===== config.mk =====
export PLATFORM = sky130hd
export DESIGN_NAME = data_cache_ctrl
export DESIGN_NICKNAME = d
export VERILOG_FILES = /design/src/rtl/data_cache_ctrl.sv
export SDC_FILE = /design/constraint.sdc
export NUM_CORES = 2
export LEC_CHECK = 0
export CELL_PAD_IN_SITES_DETAIL_PLACEMENT = 2
export CELL_PAD_IN_SITES_GLOBAL_PLACEMENT = 2
export CORE_UTILIZATION = 30
export CTS_BUF_LIST = sky130_fd_sc_hd__clkbuf_4 sky130_fd_sc_hd__clkbuf_8
export DETAILED_ROUTE_END_ITERATION = 7
export PLACE_DENSITY_LB_ADDON = 0.08
export SYNTH_ARGS = -nofsm -noshare
export SYNTH_HDL_FRONTEND = slang
export SYNTH_SLANG_ARGS = --single-unit

===== constraint.sdc =====
create_clock -name i_clk -period 12.5 [get_ports i_clk]
set_input_delay 1.875 -clock i_clk [delete_from_list [all_inputs] [get_ports i_clk]]
set_output_delay 1.875 -clock i_clk [all_outputs]
set_load 0.02 [all_outputs]

===== src/rtl/data_cache_ctrl.sv =====
// Direct-mapped, write-back, write-allocate data cache controller.
// Raises o_miss to stall the pipeline while a line is evicted or refilled over a whole-line req/gnt port.
module data_cache_ctrl #(
  parameter int LINE_ADDR_LEN = 3,
  parameter int SET_ADDR_LEN  = 2,
  parameter int TAG_ADDR_LEN  = 6
) (
  input  logic                                  i_clk,
  input  logic                                  i_rst_n,
  input  logic                                  i_rd_req,
  input  logic                                  i_wr_req,
  input  logic [31:0]                           i_addr,
  input  logic [31:0]                           i_wr_data,
  output logic [31:0]                           o_rd_data,
  output logic                                  o_miss,
  output logic                                  o_mem_rd_req,
  output logic                                  o_mem_wr_req,
  output logic [TAG_ADDR_LEN+SET_ADDR_LEN-1:0]  o_mem_addr,
  output logic [32*(1<<LINE_ADDR_LEN)-1:0]      o_mem_wr_line,
  input  logic [32*(1<<LINE_ADDR_LEN)-1:0]      i_mem_rd_line,
  input  logic                                  i_mem_gnt
);
  localparam int LINE_SIZE = 1 << LINE_ADDR_LEN;
  localparam int SETS      = 1 << SET_ADDR_LEN;
  localparam int MEM_AW    = TAG_ADDR_LEN + SET_ADDR_LEN;
  localparam int SET_LSB   = LINE_ADDR_LEN + 2;
  localparam int TAG_LSB   = SET_LSB + SET_ADDR_LEN;

  typedef enum logic [1:0] {IDLE, SWAP_OUT, SWAP_IN, SWAP_IN_OK} state_t;
  typedef logic [LINE_SIZE-1:0][31:0] line_t;

  state_t                  r_state, w_next;
  logic [SETS-1:0]         r_valid, r_dirty;
  logic [TAG_ADDR_LEN-1:0] r_tag [SETS];
  line_t                   r_data [SETS];
  line_t                   r_line_buf, r_mem_wr_line;
  logic [31:0]             r_rd_data;
  logic                    r_mem_rd_req, r_mem_wr_req;
  logic [MEM_AW-1:0]       r_mem_addr;

  logic [LINE_ADDR_LEN-1:0] w_word;
  logic [SET_ADDR_LEN-1:0]  w_set;
  logic [TAG_ADDR_LEN-1:0]  w_tag;
  logic w_req, w_hit, w_rd_hit, w_wr_hit, w_unused;

  assign w_word   = i_addr[SET_LSB-1:2];
  assign w_set    = i_addr[SET_LSB +: SET_ADDR_LEN];
  assign w_tag    = i_addr[TAG_LSB +: TAG_ADDR_LEN];
  assign w_unused = ^{i_addr[31:TAG_LSB+TAG_ADDR_LEN], i_addr[1:0]};
  assign w_req    = i_rd_req | i_wr_req;
  assign w_hit    = r_valid[w_set] && (r_tag[w_set] == w_tag);

  always_ff @(posedge i_clk or negedge i_rst_n) begin
    if (!i_rst_n) r_state <= IDLE;
    else          r_state <= w_next;
  end

  always_comb begin
    w_next   = r_state;
    w_rd_hit = 1'b0;
    w_wr_hit = 1'b0;
    o_miss   = w_req && ((r_state != IDLE) || !w_hit);
    case (r_state)
      IDLE: if (w_req) begin
        if (w_hit) begin
          // store wins when both strobes are up
          w_wr_hit = i_wr_req;
          w_rd_hit = !i_wr_req;
        end else begin
          w_next = (r_valid[w_set] && r_dirty[w_set]) ? SWAP_OUT : SWAP_IN;
        end
      end
      SWAP_OUT:   if (i_mem_gnt) w_next = SWAP_IN;
      SWAP_IN:    if (i_mem_gnt) w_next = SWAP_IN_OK;
      SWAP_IN_OK: w_next = IDLE;
      default:    w_next = IDLE;
    endcase
  end

  always_ff @(posedge i_clk or negedge i_rst_n) begin
    if (!i_rst_n) begin
      r_valid       <= '0;
      r_dirty       <= '0;
      r_rd_data     <= '0;
      r_mem_rd_req  <= 1'b0;
      r_mem_wr_req  <= 1'b0;
      r_mem_addr    <= '0;
      r_mem_wr_line <= '0;
    end else begin
      if (w_rd_hit) r_rd_data <= r_data[w_set][w_word];
      if (w_wr_hit) r_dirty[w_set] <= 1'b1;
      if (r_state == IDLE && w_next == SWAP_OUT) begin
        r_mem_wr_req  <= 1'b1;
        r_mem_addr    <= {r_tag[w_set], w_set};
        r_mem_wr_line <= r_data[w_set];
      end
      // refill request starts on entry to SWAP_IN, from IDLE or after the write-back grant
      if (r_state != SWAP_IN && w_next == SWAP_IN) begin
        r_mem_wr_req <= 1'b0;
        r_mem_rd_req <= 1'b1;
        r_mem_addr   <= {w_tag, w_set};
      end
      if (r_state == SWAP_IN && i_mem_gnt) r_mem_rd_req <= 1'b0;
      if (r_state == SWAP_IN_OK) begin
        r_valid[w_set] <= 1'b1;
        r_dirty[w_set] <= 1'b0;
      end
    end
  end

  // data/tag arrays need no reset: valid bits gate every use
  always_ff @(posedge i_clk) begin
    if (w_wr_hit) r_data[w_set][w_word] <= i_wr_data;
    if (r_state == SWAP_IN && i_mem_gnt) r_line_buf <= i_mem_rd_line;
    if (r_state == SWAP_IN_OK) begin
      r_data[w_set] <= r_line_buf;
      r_tag[w_set]  <= w_tag;
    end
  end

  assign o_rd_data     = r_rd_data;
  assign o_mem_rd_req  = r_mem_rd_req;
  assign o_mem_wr_req  = r_mem_wr_req;
  assign o_mem_addr    = r_mem_addr;
  assign o_mem_wr_line = r_mem_wr_line;
endmodule


==> impl_metrics.ini <==
[logic_synthesis]
synth_async_sr_flop_share = 0.191
netlist_area_mm2 = 0.0614
ys_dominant_reg_cell = edfxtp_1
ys_types = 44
synth.top_cell.area_share = 0.638
mappedNetlistNets = 3278
synth_top_cells_by_count = edfxtp_1 (1304), dfrtp_1 (308), mux4_2 (260)
synth_edf_count = 1304
avgSynthCellArea_um2 = 20.8
ys_seq_area_frac = 0.764
netlist_top_cells_area = edfxtp_1 (64%), dfrtp_1 (13%), mux4_2 (9.5%), mux2_1 (4.6%), a21o_1 (3.1%)
synth_warnings = 0
synthCells = 2953
post-synth-top-count-cell = edfxtp_1
synth_seq_cells = 1612
synthDominantAreaCellType = edfxtp_1

[grt]
global_route.usage.met2 = 0.385
global_route_met1_utilization = 0.287
pin_count_of_the_biggest_net_entering_global_routing = 118
number_of_global_route_vias_before_repair = 37200
busiest_layer = met2
antenna_found_initial = 24
gr-usage-all-layers = 0.221
overflow = 0
use_met3 = 0.0324
grt_pass1_wl_mm = 312

[floorplan]
placeableCoreArea_mm2 = 0.203
die_y_um = 454
initial_core_util = 0.303
die-width_um = 454
design.die.area_mm2 = 0.206
rows = 165
top_level_ports = 624

[drt]
drt_drc_violations_left = 0
first_iter_violations = 2387
route.detailed.wl_per_inst_um = 34.4
detail_route.first_pass.iterations = 5
wl_mm = 229
viasPerCell = 5.00
antenna_nets_post_route = 0
routed-via-count = 33300

[clock_network]
numClockSinks = 1612
clock_tree.buffer_depth = 4
cts.htree.levels = 5
cts-hold-fix-buffers = 0
post-cts-setup-buffers = 0
cts.reportedPaths.clkPinSlew_ns = 0.06
cts_tree = yes
cts.repair.resized = 0
cts-root-buf = clkbuf_8
number_of_buffers_inserted_during_clock_tree_synthesis = 310
clkLatencyLatePin_ns = 1.04

[layout]
areaGrowthSynthToFinish_pct = 25.4
util_after_layout = 0.380
num-fill-cells = 19400
multi_input_gate_area_mm2 = 0.0137
final_cells = 6656
flip_flop_and_latch_area_mm2 = 0.0469
post_route_cells_drive_above_1_share = 0.236
layout.nets = 4068

[worst_setup_path]
regToRegSetupSlack_ns = 7.37
worstSetupEndpointType = output pin
arrival_ns = 5.34
timing.setup.critical_path_class = in -> out
cp_max_fo = 83
worst_ep_required_ns = 10.62
crit_path_start_kind = primary input

[run]
cap_violations = 0

[power_and_ir_drop]
power_density_mw_per_mm2 = 227
max-vdd-ir-drop_v = 0.000122
leakage_nw = 27.6

[placement]
dpl.hpwl_mm = 143
place_congestion = 0.738
portBuffers = 602
placedCellCount = 6103

[timing]
max_clock_freq_mhz = 139
max_clock_skew_ns = 0.0798
slew_hr = 0.105
fin_tns_setup_ns = 0
hold_slack_ns = 0.472
timing.final.crit_period_ns = 7.21
unrepaired_setup_endpoints_after_global_routing = no
slew_viol_final = 0
hold_viol_final = 0
finalSetupViolCount = 0
post-route-period-util = 0.577
max_slew.worst_pin.slew_ns = 1.34

[min_path]
hold_path_class = reg -> reg

[status]
run_status = finished, final reports clean
-- per-layer routing --
layer,part of all wire,vias up
met1,0.42,18300
met4,0.023,2
li1,-,13600
met2,0.51,1075
met5,0.000048,-
met3,0.041,341
-- worst paths after layout --
path / start / depth (start not counted) / to
hold reg to reg: r_valid[1]$_DFFE_PN0P_ / 1 / r_valid[1]$_DFFE_PN0P_
setup / recovery: i_addr[5] / 8 / o_miss
max in group asynchronous: i_rst_n / 2 / o_mem_wr_line[147]$_DFFE_PN0P_
setup reg to reg: r_tag[2][5]$_DFFE_PP_ / 8 / r_data[3][146]$_DFFE_PP_
min in group asynchronous: i_rst_n / 1 / o_mem_wr_line[33]$_DFFE_PN0P_
hold / removal: r_valid[1]$_DFFE_PN0P_ / 1 / r_valid[1]$_DFFE_PN0P_
-- stage by stage --
step / power [W] / cell area (um^2) / setup slack [ns]
after floorplan: 0.00987 / 61400 / 3.42
after global placement: 0.0121 / 70600 / 4.42
after detailed placement: 0.0123 / 70600 / 4.30
after CTS: 0.0178 / 76900 / 5.15
after global routing: 0.0182 / 76900 / 4.95
final: 0.0175 / 76900 / 5.29
-- critical path: stages --
cell             delay [ns]
buf_8                  0.62
buf_12                 0.56
mux4_2                 0.64
o2111ai_1              0.13
and4b_1                0.28
and3_1                 0.29
nor2_1                 0.18
clkdlybuf4s50_1        0.63
-- sequential cells by signal, summed over array words and instances (netlist names), named ones only --
name / flops
r_data: 1024
o_mem_wr_line: 256
r_line_buf: 256
o_rd_data: 32
r_tag: 24
o_mem_addr: 8
r_valid: 4
r_dirty: 3
r_state: 2
o_mem_rd_req: 1
o_mem_wr_req: 1
-- final cells by class --
cell class | count | area share
Inverter | 12 | 0.000585
Timing Repair Buffer | 671 | 0.0862
Multi-Input combinational cell | 1136 | 0.178
Tap cell | 2672 | 0.0435
Clock inverter | 70 | 0.00755
Sequential cell | 1612 | 0.609
Antenna cell | 10 | 0.000325
Clock buffer | 473 | 0.0746
-- cell usage in the layout (no fill, tap or decap), drive strengths merged, types with 2 or more instances in the layout --
cell type and count:
a2111oi 5, a21o 257, a21oi 5, a221o 6, a22oi 129, and2 39, and3 2, and3b 3
buf 72, bufinv 10, clkbuf 473, clkdlybuf4s50 599, clkinv 54, clkinvlp 6, dfrtp 308, diode 10
edfxtp 1304, inv 12, mux2 291, mux2i 8, mux4 260, nand2 11, nand2b 4, nand3 7
nand3b 3, nand4 33, nor2 15, nor2b 3, nor3 2, nor3b 2, o21ai 35, or2 2
xnor2 4, xor2 3
-- power by group --
group	switching (W)	leakage (nW)	total (W)	internal [W]
sequential	0.000548	15.8	0.00791	0.00736
combinational	0.00262	8.47	0.00417	0.00155
clock	0.00228	3.37	0.00540	0.00312
total	0.00545	27.6	0.0175	0.0120
-- kinds of logic after synthesis --
family / after synthesis / synth area share
DFF: 1612 / 0.764
muxes: 559 / 0.150
AOI/OAI and AO/OA: 441 / 0.0529
buffers and inverters: 205 / 0.0195
and+or+nand+nor: 129 / 0.0125
xor gates and xnor gates: 7 / 0.000999
(Power assumes the default switching activity.)
